[src/rtl/rf_dump_unit.sv]
// End-of-run register-file readout: counts cycles after reset, halts the CPU,
// then streams every architectural register out as index/data beats.
module rf_dump_unit #(
   parameter int unsigned END_COUNT  = 100,
   parameter int unsigned NUM_REGS   = 32,
   parameter int unsigned ADDR_WIDTH = 5,
   parameter int unsigned DATA_WIDTH = 32
) (
   input  logic                  clk_i,
   input  logic                  rst_i,
   input  logic                  trigger_i,
   output logic                  cpu_halt_o,
   output logic [ADDR_WIDTH-1:0] rf_addr_o,
   input  logic [DATA_WIDTH-1:0] rf_data_i,
   output logic                  dump_valid_o,
   input  logic                  dump_ready_i,
   output logic [ADDR_WIDTH-1:0] dump_idx_o,
   output logic [DATA_WIDTH-1:0] dump_data_o,
   output logic                  dump_done_o
);

   localparam int unsigned CNT_WIDTH = (END_COUNT < 2) ? 1 : $clog2(END_COUNT + 1);
   localparam logic [CNT_WIDTH-1:0]  CNT_LAST = CNT_WIDTH'(END_COUNT - 1);
   localparam logic [ADDR_WIDTH-1:0] IDX_LAST = ADDR_WIDTH'(NUM_REGS - 1);
   localparam logic [ADDR_WIDTH-1:0] IDX_ONE  = ADDR_WIDTH'(1);

   typedef enum logic [2:0] {
      ST_COUNT = 3'd0,
      ST_HALT  = 3'd1,
      ST_READ  = 3'd2,
      ST_OUT   = 3'd3,
      ST_DONE  = 3'd4
   } state_t;

   state_t                r_state;
   logic [CNT_WIDTH-1:0]  r_cnt;
   logic [ADDR_WIDTH-1:0] r_idx;
   logic                  r_halt;
   logic [ADDR_WIDTH-1:0] r_addr;
   logic                  r_valid;
   logic [ADDR_WIDTH-1:0] r_dump_idx;
   logic [DATA_WIDTH-1:0] r_dump_data;
   logic                  r_done;

   logic w_count_hit;
   logic w_last_idx;

   assign w_count_hit = (r_cnt == CNT_LAST) || trigger_i;
   assign w_last_idx  = (r_idx == IDX_LAST);

   // Single control process; every output comes straight from a register.
   always_ff @(posedge clk_i or negedge rst_i) begin
      if (!rst_i) begin
         r_state     <= ST_COUNT;
         r_cnt       <= '0;
         r_idx       <= '0;
         r_halt      <= 1'b0;
         r_addr      <= '0;
         r_valid     <= 1'b0;
         r_dump_idx  <= '0;
         r_dump_data <= '0;
         r_done      <= 1'b0;
      end else begin
         case (r_state)
            ST_COUNT: begin
               r_cnt <= r_cnt + CNT_WIDTH'(1);
               if (w_count_hit) begin
                  r_state <= ST_HALT;
                  r_halt  <= 1'b1;
               end
            end
            // One settle cycle so an RF write issued on the halt edge commits.
            ST_HALT: begin
               r_state <= ST_READ;
               r_idx   <= '0;
               r_addr  <= '0;
            end
            ST_READ: begin
               r_dump_data <= rf_data_i;
               r_dump_idx  <= r_idx;
               r_valid     <= 1'b1;
               r_state     <= ST_OUT;
            end
            ST_OUT: begin
               if (dump_ready_i) begin
                  r_valid <= 1'b0;
                  if (w_last_idx) begin
                     r_state <= ST_DONE;
                     r_done  <= 1'b1;
                  end else begin
                     r_idx   <= r_idx + IDX_ONE;
                     r_addr  <= r_idx + IDX_ONE;
                     r_state <= ST_READ;
                  end
               end
            end
            ST_DONE: begin
               r_halt  <= 1'b1;
               r_valid <= 1'b0;
               r_done  <= 1'b1;
            end
            default: begin
               r_state <= ST_COUNT;
            end
         endcase
      end
   end

   assign cpu_halt_o   = r_halt;
   assign rf_addr_o    = r_addr;
   assign dump_valid_o = r_valid;
   assign dump_idx_o   = r_dump_idx;
   assign dump_data_o  = r_dump_data;
   assign dump_done_o  = r_done;

endmodule
[config.mk]
export PLATFORM = sky130hd
export DESIGN_NAME = rf_dump_unit
export DESIGN_NICKNAME = d
export VERILOG_FILES = /design/src/rtl/rf_dump_unit.sv
export SDC_FILE = /design/constraint.sdc
export NUM_CORES = 1
export LEC_CHECK = 0
export ABC_CLOCK_PERIOD_IN_PS = 3220
export CORE_UTILIZATION = 49
export CTS_CLUSTER_SIZE = 8
export DETAILED_ROUTE_END_ITERATION = 7
export PLACE_DENSITY = 0.95
export SETUP_SLACK_MARGIN = 0.5
export SLEW_MARGIN = 0
export SYNTH_ARGS = -nofsm -noshare
export SYNTH_HDL_FRONTEND = slang
export SYNTH_SLANG_ARGS = --single-unit
[constraint.sdc]
create_clock -name clk_i -period 3.22 [get_ports clk_i]
set_input_delay 0.644 -clock clk_i [delete_from_list [all_inputs] [get_ports clk_i]]
set_output_delay 0.644 -clock clk_i [all_outputs]
set_load 0.05 [all_outputs]
==> results of run 1 <==
-- where the power goes --
group | internal (W) | leakage (nW) | switching, W
clock network | 0.000196 | 0.0505 | 0.000216
logic | 0.000607 | 0.744 | 0.000887
registers | 0.000883 | 0.652 | 0.000145
total | 0.00169 | 1.45 | 0.00125
-- per-stage QoR --
step / hold slack, ps / utilization, % / total power, W / instances / setup WS, ps
after global routing: 344 / 70.1 / 0.00307 / 307 / 940
after CTS: 321 / 70.1 / 0.00296 / 307 / 987
after global placement: 456 / 67.9 / 0.00251 / 299 / 1310
after detailed placement: 450 / 67.9 / 0.00254 / 299 / 1220
after floorplan: 348 / - / 0.00206 / 156 / 1250
final: 316 / 70.1 / 0.00293 / 307 / 983
-- state kept, by name, indices dropped and copies added (netlist names) --
| register | cells |
|---|---|
| dump_done_o | 1 |
| dump_valid_o | 1 |
| cpu_halt_o | 1 |
| r_state | 3 |
| dump_idx_o | 5 |
| r_cnt | 7 |
| dump_data_o | 32 |
| rf_addr_o | 5 |
-- synth_stat cells --
library cell   n
dfrtp_1       55
mux2_4        30
mux2_2         9
xnor2_1        5
inv_1          4
nand4_1        4
a21oi_1        3
buf_12         3
ha_1           3
nor2_1         3
o21ai_0        3
a211oi_1       2
a21o_1         2
a22o_1         2
and3_1         2
mux2i_1        2
nand2_1        2
nand2b_1       2
nand3_1        2
nor3_1         2
o21bai_1       2
a221oi_1       1
buf_2          1
clkbuf_8       1
nand2b_4       1
nand4b_1       1
nor2_8         1
nor2b_1        1
nor3_4         1
o22ai_1        1
o31ai_1        1
or2_2          1
or2b_1         1
or4_1          1
xor2_1         1
-- cells in the final DEF, fill, tap and decap left out, types with 2 or more instances in the layout --
master | netlist | layout
a21oi_1 | 3 | 3
nand2b_1 | 2 | 2
nor3_1 | 2 | 2
o21ai_0 | 3 | 3
nand3_1 | 2 | 2
mux2i_1 | 2 | 2
and3_1 | 2 | 2
mux2_4 | 30 | 30
o21bai_1 | 2 | 2
clkdlybuf4s50_1 | 0 | 79
clkbuf_8 | 1 | 7
ha_1 | 3 | 3
a22o_1 | 2 | 2
a211oi_1 | 2 | 2
dfrtp_1 | 55 | 55
mux2_2 | 9 | 9
nand4_1 | 4 | 4
nand2_1 | 2 | 2
a21o_1 | 2 | 2
inv_1 | 4 | 4
xnor2_1 | 5 | 5
nor2_1 | 3 | 3
-- worst reg2reg max path: stages (launching register included) --
cell	delay [ps]
dfrtp_1	680
nand2b_4	140
nor2_8	630
mux2_2	440
-- layout make-up --
cell class	instances	area, sq um	share of cell area, %
sequential	55	1380	41.3
tap	67	83.8	2.51
multi-input combinational	92	952	28.6
timing repair buffer	81	803	24.1
inverter	4	15.0	0.450
clock buffer	7	96.3	2.89
clock inverter	1	7.51	0.225
-- metal layers --
layer	global-route usage, %	vias to the layer above	wire length, um
met1	25.8	753	2100
met2	31.5	55	2240
met3	5.42	8	290
li1	-	720	-
met4	5.66	0	55
met5	0	-	0
-- final timing paths --
check	slack, ps	to	start	cells after the start
min in group clk_i	470	dump_done_o	dump_done_o	1
setup / recovery	980	rf_addr_o[1]	rf_addr_o[1]	1
hold reg to reg	470	dump_done_o	dump_done_o	1
setup reg to reg	1220	dump_data_o[7]	r_state[1]	3
hold / removal	320	dump_idx_o[1]	rst_i	1
max in group asynchronous	2100	dump_data_o[31]	rst_i	2
-- kinds of logic after synthesis --
logic type / synth area share, %
flip-flops: 56.8
multiplexers: 23.6
AND/OR/NAND/NOR: 7.23
AO/OA/AOI/OAI: 4.75
buffers and inverters: 3.87
XOR/XNOR: 2.17
adder cells (fa/ha/maj): 1.55
==> results.md, run 1 <==
- DR vias/cell: 5.00
- Fin. Hold Viols: 0
- Pwr dens: 880 nW/um^2
- Antenna violations before repair: 0
- Pins over their slew limit: 0
- Fin crit share: 69.5%
- Buf/Inv on CP: 1
- Layout fillers: 340
- Setup TNS: 0 ps
- Number of I/O port buffers: 80
- Worst vdd ir: 0.381 mV
- Chip width: 72.3 um
- Worst slew pin tran: 802 ps
- Lkg Pwr: 1.45 nW
- Sequential area share after synthesis: 56.8%
- Post-DP HPWL: 3.31 mm
- WL final: 4.69 mm
- Cells after Synth: 156
- Clk_lat worst skew: 310 ps
- Syn nets: 195
- RSZ-0062 raised after global routing: false
- Syn. warnings: 0
- Synthesized flop and latch total: 55
- Max Clock Freq: 447 MHz
- Period minus WS final: 2240 ps
- Hold buffers post-CTS: 0
- Rel. slew slack: 46.5%
- Worst hold path class: in2async
- Clk root buf: clkbuf_8
- First-pass GRT wire length: 7.65 mm
- Synth top area share: 56.8%
- Crit path largest cell delay: 850 ps
- H-tree levels: 2
- Setup crit end kind: output pin
- Worst Path Arrival: 1590 ps
- Post-route antenna net violation count: 0
- Slowest CP cell: clkdlybuf4s50_1
- TritonCTS Buffers: 5
- Final setup vio count: 0
- CTS Buffer Depth: 2
- Post-CTS sizing: 0
- Crit Path Class: reg2out
- Violation count after the first detailed-route iteration: 61
- NumNets Final: 278
- Critical Path RT: 2580 ps
- Share of layout cells above drive strength 1: 22.1%
- CP Launch Type: flop
- Crit-path max FO: 5
- Syn avg cell area: 15.5 sq um
- Core area: 4750 sq um
- GPL Wtd Cong: 0.770
- Vias post-DR: 1536
- Largest net degree at the start of global routing: 38
- # rows: 25
- Setup Fix Bufs, Post-CTS: 0
- Die area: 5230 sq um
- Grt total ovfl: 0
- Placed Area: 3230 sq um
- Distinct cells, synth: 35
- Area Growth Syn to Fin: 37.7%
- Crit-path cells: clkdlybuf4s50_1
- Post-route DRC: 0
- GRT Util Overall: 19.5%
- Status: finished clean
- Max cap viols: 0
- CP delay by family, top: buffers and inverters
- Ranking of synthesized cells by area: dfrtp_1, mux2_4, mux2_2
- Antenna diode count: 0
- Mapped Area: 2420 sq um
- Register clock-pin slew on the reported worst setup and hold paths: 90 ps
- WL/cell: 15.3 um
- Drt first pass iters: 5
- CTS sink count: 55
- Die Ht: 72.3 um
- Ports: 81
- TritonCTS clock tree: yes
- Post-synth top area cell: dfrtp_1
- Design area: 3330 sq um
- Number of global-route vias before repair: 1525
- Initial core utilization: 50.9%
- Setup Skew: 7.06 ps
No activity file was read; power rests on OpenSTA's default activity.
==> inputs of run 2 (changes only) <==
--- a/config.mk
+++ b/config.mk
@@ -5,11 +5,11 @@
 export SDC_FILE = /design/constraint.sdc
 export NUM_CORES = 1
 export LEC_CHECK = 0
-export ABC_CLOCK_PERIOD_IN_PS = 3220
-export CORE_UTILIZATION = 49
+export ABC_CLOCK_PERIOD_IN_PS = 2180
+export CORE_UTILIZATION = 45
 export CTS_CLUSTER_SIZE = 8
 export DETAILED_ROUTE_END_ITERATION = 7
-export PLACE_DENSITY = 0.95
+export PLACE_DENSITY = 0.89
 export SETUP_SLACK_MARGIN = 0.5
 export SLEW_MARGIN = 0
 export SYNTH_ARGS = -nofsm -noshare
==> constraint.sdc (replaced) <==
create_clock -name clk_i -period 2.18 [get_ports clk_i]
set_input_delay 0.436 -clock clk_i [delete_from_list [all_inputs] [get_ports clk_i]]
set_output_delay 0.436 -clock clk_i [all_outputs]
set_load 0.05 [all_outputs]
==> run 2 against run 1 <==
Effect of this change: flip-flop and latch count stayed put; die area is 8.6% higher; sequential share of layout area is 1.0 points lower; hold slack worse by 180 ps; utilization is 3.5 points lower; global-route usage is 1.7 points lower; setup slack worse by 490 ps; clock-buffer cell count is 1 higher; clock power is 43% higher; critical path depth is 5 higher.
==> results.md, run 2 (same netlist as run 1, synthesis figures left out) <==
- Setup Skew: 3.52 ps (was 7.06 ps)
- Status: finished clean (unchanged)
- Violation count after the first detailed-route iteration: 50 (was 61)
- Critical Path RT: 2370 ps (was 2580 ps)
- Grt total ovfl: 0 (unchanged)
- Antenna diode count: 0 (unchanged)
- Period minus WS final: 1690 ps
- Setup TNS: 0 ps (unchanged)
- Crit-path max FO: 5 (unchanged)
- GRT Util Overall: 17.8% (was 19.5%)
- Worst hold path class: in2async (unchanged)
- Setup crit end kind: flop (was output pin)
- CTS Buffer Depth: 2 (unchanged)
- Pwr dens: 1240 nW/um^2 (was 880 nW/um^2)
- H-tree levels: 2 (unchanged)
- Share of layout cells above drive strength 1: 29.4% (was 22.1%)
- Clk root buf: clkbuf_8 (unchanged)
- Register clock-pin slew on the reported worst setup and hold paths: 90 ps (about the same)
- Max FFs per register: 32 (unchanged)
- Antenna violations before repair: 0 (unchanged)
- # rows: 26 (was 25)
- Worst slew pin tran: 607 ps (was 802 ps)
- Post-route DRC: 0 (unchanged)
- First-pass GRT wire length: 7.47 mm (was 7.65 mm)
- CTS sink count: 55 (unchanged)
- Core area: 5140 sq um (was 4750 sq um)
- CP Launch Type: flop (unchanged)
- Reg2reg setup slack: 490 ps (was 1220 ps)
- Commonest non-fill, non-tap cell in the layout: dfrtp_1 (was clkdlybuf4s50_1)
- Clk_lat worst skew: 290 ps (was 310 ps)
- Max Clock Freq: 593 MHz
- Initial core utilization: 47.1% (was 50.9%)
- Commonest non-fill, non-tap cells in the layout: dfrtp_1, clkdlybuf4s50_1, mux2_4 (was clkdlybuf4s50_1, dfrtp_1, mux2_4)
- Number of global-route vias before repair: 1553 (was 1525)
- TritonCTS clock tree: yes (unchanged)
- Final core utilization: 66.6% (was 70.1%)
- Post-DP HPWL: 3.71 mm (was 3.31 mm)
- NumNets Final: 286 (was 278)
- Final setup vio count: 0 (unchanged)
- Rel. slew slack: 59.6% (was 46.5%)
- Fin crit share: 77.3%
- Hold buffers post-CTS: 0 (unchanged)
- Largest net degree at the start of global routing: 28 (was 38)
- DR vias/cell: 4.93 (was 5.00)
- Die Ht: 75.4 um (was 72.3 um)
- Worst Path Arrival: 1870 ps (was 1590 ps)
- Fin. Hold Viols: 0 (unchanged)
- Chip width: 75.4 um (was 72.3 um)
- RSZ-0062 raised after global routing: true (was false)
- Lkg Pwr: 1.54 nW (was 1.45 nW)
- Number of I/O port buffers: 80 (unchanged)
- Post-route antenna net violation count: 0 (unchanged)
- Crit Path Class: reg2reg (was reg2out)
- GPL Wtd Cong: 0.784 (was 0.770)
- Vias post-DR: 1567 (was 1536)
- WL/cell: 15.6 um (was 15.3 um)
- Pins over their slew limit: 0 (unchanged)
- Hold slack: 141 ps (was 316 ps)
- Area Growth Syn to Fin: 41.4% (was 37.7%)
- Max cap viols: 0 (unchanged)
- Worst vdd ir: 0.509 mV (was 0.381 mV)
- WL final: 4.97 mm (was 4.69 mm)
- Ports: 81 (unchanged)
- TritonCTS Buffers: 5 (unchanged)
- Die area: 5680 sq um (was 5230 sq um)
- Drt first pass iters: 4 (was 5)
-- run 2: changes by cell type in the layout (fill, tap and decap cells not counted), sizes merged --
cell / change
clkbuf: +4
buf: +8
clkdlybuf4s50: -45
clkdlybuf4s15: +13
clkinvlp: -1
dlygate4sd2: +29
-- run 2: layout make-up --
cell class / count / area, sq um
multi-input cells: 92 / 1000
clock buffers: 8 / 100
inverters: 4 / 15.0
flip-flops and latches: 55 / 1380
well taps: 70 / 87.6
repair buffers: 89 / 840
fillers: 399 / 1720
-- run 2: worst paths after layout --
| path | start | to | depth (start not counted) |
|---|---|---|---|
| worst min register to register | cpu_halt_o | cpu_halt_o | 1 |
| worst max register to register | rf_addr_o[1] | rf_addr_o[0] | 6 |
| worst min-delay path | rst_i | dump_data_o[17] | 1 |
| max in group asynchronous | rst_i | dump_data_o[2] | 2 |
| worst max-delay path | rf_addr_o[1] | rf_addr_o[0] | 6 |
| min in group clk_i | cpu_halt_o | cpu_halt_o | 1 |
-- run 2: timing repair --
| item | in CTS | in global routing |
|---|---|---|
| buffers inserted | 3 | 1 |
| resized for setup | 54 | 16 |
| pin swaps | 1 | 4 |
| endpoints found under the setup margin | 51 | 18 |
| hold endpoints to repair | 0 | 0 |
-- run 2: report_power, final --
| part | internal (W) | leakage (nW) | switching, W |
|---|---|---|---|
| logic | 0.000787 | 0.840 | 0.00134 |
| clock network | 0.000290 | 0.0515 | 0.000299 |
| registers | 0.00131 | 0.650 | 0.000215 |
-- run 2: layer usage --
metal / GRT usage (%) / share of wire [%] / up-vias
met5: 0 / 0 / -
met4: 6.17 / 0.89 / 0
met3: 3.44 / 5.3 / 4
met2: 30.0 / 51 / 52
met1: 23.2 / 43 / 771
li1: - / - / 740
-- run 2: stage by stage --
| step | worst slack [ps] | total power [W] | instance area (sq um) | std cells |
|---|---|---|---|---|
| 5_1_grt | 459 | 0.00445 | 3420 | 318 |
| 3_3_place_gp | 503 | 0.00375 | 3320 | 306 |
| 2_1_floorplan | 438 | 0.00306 | 2450 | 156 |
| 4_1_cts | 430 | 0.00425 | 3400 | 317 |
| 3_5_place_dp | 461 | 0.00381 | 3320 | 306 |
| 6_report | 494 | 0.00424 | 3420 | 318 |
-- run 2: critical path: stages, from the launching register on --
cell and delay, ps:
dfrtp_2 450, ha_4 170, and3_4 180, ha_4 160, nand2b_4 150, a21o_1 210, mux2_4 260
